$ cat src/rtl/apb_regfile_slave.sv
// ---------------------------------------------------------------------------
// apb_regfile_slave
//   APB3 completer holding a bank of NUM_REGS word registers starting at
//   BASE_ADDR. Each transfer is stretched by WAIT_CYCLES extra access-phase
//   cycles before PREADY. Completed in-range writes are announced to fabric
//   logic through a one-cycle strobe carrying the register index, and the
//   whole bank is exported as a flat vector.
//
// Ports
//   PCLK        in   clock, all logic on the rising edge
//   PRESET      in   synchronous reset, active-high
//   PSEL        in   APB select
//   PENABLE     in   APB enable (access phase)
//   PADDR       in   byte address [ADDR_W]
//   PWRITE      in   1 = write, 0 = read
//   PWDATA      in   write data [DATA_W]
//   PRDATA      out  read data, meaningful only while PREADY=1
//   PREADY      out  transfer completion (registered, one cycle wide)
//   PSLVERR     out  error response, meaningful only while PREADY=1
//   regs_o      out  register bank, reg i at [i*DATA_W +: DATA_W]
//   wr_pulse_o  out  one-cycle pulse on a committed in-range write
//   wr_idx_o    out  index of the committed write, valid with wr_pulse_o
//
// Build option
//   APB_SLVERR_EN  when defined, PSLVERR reports out-of-window or misaligned
//                  accesses on completion; when undefined PSLVERR is tied 0
//                  and such accesses are silently dropped / read as zero.
// ---------------------------------------------------------------------------
module apb_regfile_slave #(
  parameter int                ADDR_W      = 32,
  parameter int                DATA_W      = 32,
  parameter logic [ADDR_W-1:0] BASE_ADDR   = 32'hA000,
  parameter int                NUM_REGS    = 16,
  parameter int                WAIT_CYCLES = 0,
  localparam int               IDX_W       = $clog2(NUM_REGS)
) (
  input  logic                       PCLK,
  input  logic                       PRESET,
  input  logic                       PSEL,
  input  logic                       PENABLE,
  input  logic [ADDR_W-1:0]          PADDR,
  input  logic                       PWRITE,
  input  logic [DATA_W-1:0]          PWDATA,
  output logic [DATA_W-1:0]          PRDATA,
  output logic                       PREADY,
  output logic                       PSLVERR,
  output logic [NUM_REGS*DATA_W-1:0] regs_o,
  output logic                       wr_pulse_o,
  output logic [IDX_W-1:0]           wr_idx_o
);

  typedef enum logic [1:0] {
    S_IDLE = 2'd0,
    S_WAIT = 2'd1,
    S_DONE = 2'd2
  } state_t;

  // Window bounds carry one extra bit so a window ending exactly at the top
  // of the address space cannot wrap around.
  localparam logic [ADDR_W:0] WIN_LO = {1'b0, BASE_ADDR};
  localparam logic [ADDR_W:0] WIN_HI = WIN_LO + (ADDR_W+1)'(4 * NUM_REGS);

  state_t              state_q, state_d;
  logic [3:0]          cnt_q, cnt_d;
  logic [IDX_W-1:0]    idx_q, idx_d;
  logic                hit_q, hit_d;
  logic                wr_q, wr_d;
  logic [DATA_W-1:0]   wdata_q, wdata_d;
  logic                pready_q, pready_d;
  logic [DATA_W-1:0]   prdata_q, prdata_d;
  logic                wr_pulse_q, wr_pulse_d;
  logic [IDX_W-1:0]    wr_idx_q, wr_idx_d;
  logic                commit_wr;
`ifdef APB_SLVERR_EN
  logic                pslverr_q, pslverr_d;
`endif

  logic [DATA_W-1:0]   regs_q [NUM_REGS];

  logic                addr_hit;
  logic [IDX_W-1:0]    addr_idx;

  // Address decode, used only when the setup phase is latched.
  assign addr_hit = ({1'b0, PADDR} >= WIN_LO) &&
                    ({1'b0, PADDR} <  WIN_HI) &&
                    (PADDR[1:0] == 2'b00);
  assign addr_idx = IDX_W'((PADDR - BASE_ADDR) >> 2);

  // -------------------------------------------------------------------------
  // Next-state and registered-output logic
  // -------------------------------------------------------------------------
  always_comb begin
    state_d    = state_q;
    cnt_d      = cnt_q;
    idx_d      = idx_q;
    hit_d      = hit_q;
    wr_d       = wr_q;
    wdata_d    = wdata_q;
    pready_d   = 1'b0;
    prdata_d   = '0;
    wr_pulse_d = 1'b0;
    wr_idx_d   = wr_idx_q;
    commit_wr  = 1'b0;
`ifdef APB_SLVERR_EN
    pslverr_d  = 1'b0;
`endif

    unique case (state_q)
      S_IDLE: begin
        // Only a genuine setup phase starts a transfer; a stray PENABLE
        // without a preceding setup is ignored.
        if (PSEL && !PENABLE) begin
          idx_d   = addr_idx;
          hit_d   = addr_hit;
          wr_d    = PWRITE;
          wdata_d = PWDATA;
          cnt_d   = 4'(WAIT_CYCLES);
          state_d = S_WAIT;
        end
      end

      S_WAIT: begin
        if (!PSEL) begin
          // Master abandoned the transfer: nothing is committed.
          state_d = S_IDLE;
        end else if (PENABLE) begin
          if (cnt_q != 4'd0) begin
            cnt_d = cnt_q - 4'd1;
          end else begin
            // Completion uses only the values latched at setup.
            pready_d = 1'b1;
            state_d  = S_DONE;
            if (wr_q) begin
              if (hit_q) begin
                commit_wr  = 1'b1;
                wr_pulse_d = 1'b1;
                wr_idx_d   = idx_q;
              end
            end else if (hit_q) begin
              prdata_d = regs_q[idx_q];
            end
`ifdef APB_SLVERR_EN
            pslverr_d = ~hit_q;
`endif
          end
        end
      end

      S_DONE: begin
        // PREADY/PRDATA/PSLVERR fall back to zero through the defaults.
        state_d = S_IDLE;
      end

      default: begin
        state_d = S_IDLE;
      end
    endcase
  end

  // -------------------------------------------------------------------------
  // State register
  // -------------------------------------------------------------------------
  always_ff @(posedge PCLK) begin
    if (PRESET) begin
      state_q <= S_IDLE;
    end else begin
      state_q <= state_d;
    end
  end

  // -------------------------------------------------------------------------
  // Transfer context and response registers
  // -------------------------------------------------------------------------
  always_ff @(posedge PCLK) begin
    if (PRESET) begin
      cnt_q      <= 4'd0;
      idx_q      <= '0;
      hit_q      <= 1'b0;
      wr_q       <= 1'b0;
      wdata_q    <= '0;
      pready_q   <= 1'b0;
      prdata_q   <= '0;
      wr_pulse_q <= 1'b0;
      wr_idx_q   <= '0;
    end else begin
      cnt_q      <= cnt_d;
      idx_q      <= idx_d;
      hit_q      <= hit_d;
      wr_q       <= wr_d;
      wdata_q    <= wdata_d;
      pready_q   <= pready_d;
      prdata_q   <= prdata_d;
      wr_pulse_q <= wr_pulse_d;
      wr_idx_q   <= wr_idx_d;
    end
  end

`ifdef APB_SLVERR_EN
  always_ff @(posedge PCLK) begin
    if (PRESET) begin
      pslverr_q <= 1'b0;
    end else begin
      pslverr_q <= pslverr_d;
    end
  end
`endif

  // -------------------------------------------------------------------------
  // Register bank
  // -------------------------------------------------------------------------
  always_ff @(posedge PCLK) begin
    if (PRESET) begin
      for (int i = 0; i < NUM_REGS; i++) begin
        regs_q[i] <= '0;
      end
    end else if (commit_wr) begin
      regs_q[idx_q] <= wdata_q;
    end
  end

  for (genvar g = 0; g < NUM_REGS; g++) begin : g_flat
    assign regs_o[g*DATA_W +: DATA_W] = regs_q[g];
  end

  assign PRDATA     = prdata_q;
  assign PREADY     = pready_q;
  assign wr_pulse_o = wr_pulse_q;
  assign wr_idx_o   = wr_idx_q;
`ifdef APB_SLVERR_EN
  assign PSLVERR    = pslverr_q;
`else
  assign PSLVERR    = 1'b0;
`endif

endmodule

$ cat config.mk
export PLATFORM = sky130hd
export DESIGN_NAME = apb_regfile_slave
export DESIGN_NICKNAME = d
export VERILOG_FILES = /design/src/rtl/apb_regfile_slave.sv
export SDC_FILE = /design/constraint.sdc
export NUM_CORES = 1
export LEC_CHECK = 0
export CAP_MARGIN = 20
export CORE_UTILIZATION = 30
export CTS_CLUSTER_DIAMETER = 60
export DETAILED_ROUTE_END_ITERATION = 7
export MAX_ROUTING_LAYER = met4
export PLACE_DENSITY = 0.57
export SLEW_MARGIN = 0
export SYNTH_ARGS = -nofsm -noshare
export SYNTH_HDL_FRONTEND = slang
export SYNTH_SLANG_ARGS = --single-unit
$ cat constraint.sdc
create_clock -name PCLK -period 5.8 [get_ports PCLK]
set_input_delay 1.16 -clock PCLK [delete_from_list [all_inputs] [get_ports PCLK]]
set_output_delay 1.16 -clock PCLK [all_outputs]
set_load 0.03 [all_outputs]
# Yosys cells after proc, flatten, opt, wreduce, memory -nomap -nowiden
# Memory sizes are Yosys's and may differ from the RTL's. A register that Yosys moved wholly into a read port is not among the register bits.
# Cells that the tools add are included.
word_totals:
  ff_bits: 50
  ramBits: 512
  in_bits: 69
  out_inout_bits: 551
  word_cells: 66
  mem_count: 1
memory_table:
  columns: ["memory", "depth", "width", "rd", "rd_ports_with_merged_regs", "wr", "line", "rtl"]
  rows:
  - ["regs_q", 16, 32, 17, 1, 16, "78", "logic [DATA_W-1:0] regs_q [NUM_REGS];"]
classes:
  n_addsub: 2
  magnitude_cmp: 2
  eq_ne: 7
  muxes: 25
  n_bitwise: 5
  n_reduce_logical: 15
op_table:
  columns: ["operator", "count"]
  rows:
  - ["32-bit by 16-bit >= comparator with 1-bit output, second input constant", 1]
  - ["32-bit by 16-bit < comparator with 1-bit output, second input constant", 1]
  - ["32-bit 2-to-1 mux", 1]
  - ["32-bit OR reduction", 1]
  - ["4-bit 2-to-1 mux", 5]
  - ["1-bit 2-to-1 mux", 13]
  - ["2-bit 2-to-1 mux", 4]
  - ["2-bit != test, second input constant", 4]
  - ["4-bit case mux with 2 select lines", 1]
  - ["7-bit OR reduction", 1]
  - ["3-bit != test, second input constant", 2]
  - ["6-bit AND reduction", 1]
  - ["6-bit by 1-bit subtractor with 6-bit output, second input constant", 1]
  - ["1-bit NOT", 5]
  - ["5-bit AND reduction", 1]
  - ["2-bit logical NOT", 2]
  - ["2-bit case mux with 2 select lines", 1]
  - ["4-bit nonzero test", 1]
  - ["4-bit OR reduction", 1]
  - ["4-bit by 1-bit subtractor with 4-bit output, second input constant", 1]
  - ["1-bit logical AND", 3]
  - ["3-bit AND reduction", 1]
  - ["2-bit by 1-bit equality test with 1-bit output, second input constant", 1]
  - ["2-bit AND reduction", 1]
  - ["2 further kinds", 2]

# Logic depth before layout (Yosys ltp)
depth:
  word_depth: 11
  mapped_depth: 9
  ltp_nobuf: 6

# Worst setup path before layout
# Ideal clock, no wire load.
synth_path:
  kind: "input -> register"
  start: "input port PSEL"
  end: "memory regs_q[9][0] (enable)"
  arrival_time_ns: 2.822
  required_ns: 5.425
  setup_slack_ns: 2.604
  stages: 6
  path_buffers: 2
  cell_sequence: "nand2b_1 -> buf_2 -> or4b_1 -> buf_4 -> nor4_4 -> or2_2"
synth_lines:
  columns: ["element", "line", "rtl"]
  rows:
  - ["start, declared", "39", "input logic PSEL,"]
  - ["end, declared", "78", null]

==> metrics.txt <==
status=finished clean; post-synth net total=1,756; crit path kind=in -> reg; met3 Resource Use GR=4.33%; Slew @ Worst Pin=1110 ps; non-filler cells, final=3,471; number of I/O port buffers=618; layer with the highest usage=met2; vias in the first global route=17,639; Leak=0.0124 uW; Mapped Area=25,800 um2; yosys warns=0; antenna violations before repair=7; final setup fails=0; P_int=7790 uW; Seq cells post-synth=594; DRC Markers=0; area grow syn2layout=37.6%; Hold WS=497 ps; synth top area cells=edfxtp_1 (59%), and2_1 (12%), mux4_2 (11%); Net Sw Frac=25.1%; GP Congestion=0.870; maximum clock frequency=0.271 GHz; initial DRC count=1,543; H-tree levels=3; Top delay family on crit path=simple AND/OR/NAND/NOR gates; Combinational Power Share=9.3%; chip height=296 um; Peak VDD IR=0.186 mV; core area=85,300 um2; register area share after synthesis=65.8%; GR Util met2=39.2%; crit path DAT=3930 ps; layout cell share with drive strength beyond 1=14.6%; Max-Cap Viols=0; Pwr Density=292 nW/um2; CTS tree=done; R2R setup slack=2620 ps; Num Clock Sinks=594; pre-CTS WS=1480 ps; RSZ-0062 raised after global routing=false; cell taking the most area after synthesis=edfxtp_1; Net Switching=2610 uW; clock slew at reported path FFs=60 ps; Hold WC Path Type=reg -> reg; Design Area, Final=35,600 um2; element type at the critical path start=input pin; cts-stage hold buffer count=0; die area=87,300 um2; Yosys top cell area share=59.5%; grt total ovfl=0; Post-Route WL=100,000 um; WP buf/inv=2; CP max FO=18; drt wl/cell=28.9 um; number of setup buffers added after CTS=0; most common cell after layout, fill and taps aside=clkdlybuf4s50_1; TritonCTS Buffers=71; Vias/cell=4.96; Pins Over Slew Limit=0; worst-skew pair later-pin latency=620 ps; Via Count=17,220; Syn Inst Count=1,686; Setup Skew=32.0 ps; Tcrit/Tclk final=63.7%; minimum clock period=3690 ps; first-pass GRT wire length=137,000 um; IO Pins=620; Cells after DPL=3,336; Final WS setup=2110 ps; most frequent cells in the layout=clkdlybuf4s50_1 (617), edfxtp_1 (512), and2_1 (490); CP max stage cell=or4_1; final hold vios=0; fillcell total=7,769; power share of the sequential group=47.4%; GR Util met1=28.3%; Initial Utilization=30.3%; Slew HR=26.1%; setup TNS=0 ps; DPL Wire Length=66,900 um; # nets final=2,335; Root Buffer Master=clkbuf_16; gr usage total=23.1%; Rows=107; clock network power share=43.3%; Synth Area per Inst=15.3 um2; DP Area=33,200 um2; Detailed Routing Iterations Pass 1=5; Crit. End Element=flop; maximum buffer depth of the clock tree=3; Cell Chain, Critical Path=clkdlybuf4s50_1, nand2_1, or4_1, nor3_2, or2_2, buf_4; post-CTS sizing=0; Data required, critical path=6040 ps; Detail Route Antenna Nets=0; die width=296 um; slowest stage delay, CP=850 ps; largest net degree at the start of global routing=74; Synth cell types=47
-- per-stage QoR --
stage	power (uW)	utilization (%)
floorplan	5470	-
global placement	5990	38.9
detailed placement	5990	38.9
CTS	10500	41.7
global route	10700	41.7
finish	10400	41.7
-- kinds of logic (layout without fill, tap and decap cells) --
logic type,Yosys count,after routing,synth area share [%]
AO/OA/AOI/OAI,78,78,1.73
adder cells (fa/ha/maj),1,1,0.0484
buffers and inverters,147,784,2.47
flip-flops,594,594,65.8
multiplexers,198,198,13.9
other,1,5,0.0145
AND/OR/NAND/NOR,667,667,16.0
-- layer usage --
metal | vias up | share of wire, %
met2 | 938 | 51
met1 | 8807 | 39
met3 | 142 | 7.7
met4 | 0 | 2.4
met5 | - | 0
li1 | 7333 | -
-- state kept, by name (all words and copies together) (netlist names) --
name and cells:
wr_idx_o 4, wr_pulse_o 1, PRDATA 32, idx_q 4, hit_q 1, regs_q 512
wr_q 1, state_q 2, wdata_q 32, cnt_q 4, PREADY 1
-- synthesized netlist by cell type, drive strengths merged --
| master | instances |
|---|---|
| and2 | 512 |
| edfxtp | 512 |
| clkbuf | 128 |
| mux4 | 128 |
| dfxtp | 82 |
| nand2 | 81 |
| mux2i | 70 |
| a21oi | 38 |
| o22ai | 32 |
| buf | 17 |
| or2 | 16 |
| nor3 | 13 |
| nor4 | 11 |
| nor2 | 7 |
| nand2b | 5 |
| nand3 | 3 |
| nand4 | 3 |
| nor3b | 3 |
| nor4b | 3 |
| or3 | 3 |
| a211oi | 2 |
| inv | 2 |
| nor2b | 2 |
| o21ai | 2 |
| or4 | 2 |
| a21boi | 1 |
| conb | 1 |
| ha | 1 |
| nand3b | 1 |
| o21ba | 1 |
| o21bai | 1 |
| o31ai | 1 |
| or3b | 1 |
| or4b | 1 |
-- final cells by class --
cell class | count | area, um2 | share of cell area, %
Tap cell | 1144 | 1430 | 4.03
Sequential cell | 594 | 17000 | 47.9
Clock buffer | 93 | 1940 | 5.46
Antenna cell | 4 | 10.0 | 0.0282
Inverter | 2 | 7.51 | 0.0211
Multi-Input combinational cell | 945 | 8270 | 23.3
Timing Repair Buffer | 651 | 6440 | 18.1
Clock inverter | 38 | 427 | 1.20
-- path summary, 6_finish.rpt --
| path | from | end | cells past startpoint |
|---|---|---|---|
| setup / recovery | PENABLE | regs_q[3][27] | 6 |
| hold / removal | cnt_q[3] | cnt_q[3] | 2 |
| setup reg to reg | cnt_q[0] | regs_q[0][27] | 6 |
| hold reg to reg | cnt_q[3] | cnt_q[3] | 2 |
-- worst reg2reg max path: stages, from the launching register on --
cell and delay (ps):
dfxtp_1 310, inv_1 80, ha_1 200, or3b_1 480
or3_1 670, nor4_4 330, or2_4 660
-- power groups by stage --
stage          registers [uW]  clock network [uW]  logic (uW)
2_1_floorplan            5170                   0         301
3_3_place_gp             5020                   0         967
3_5_place_dp             5020                   0         973
4_1_cts                  4930                4580         977
5_1_grt                  4950                4740        1000
6_report                 4930                4500         964
Note: power is estimated with default switching activity, not from simulation.
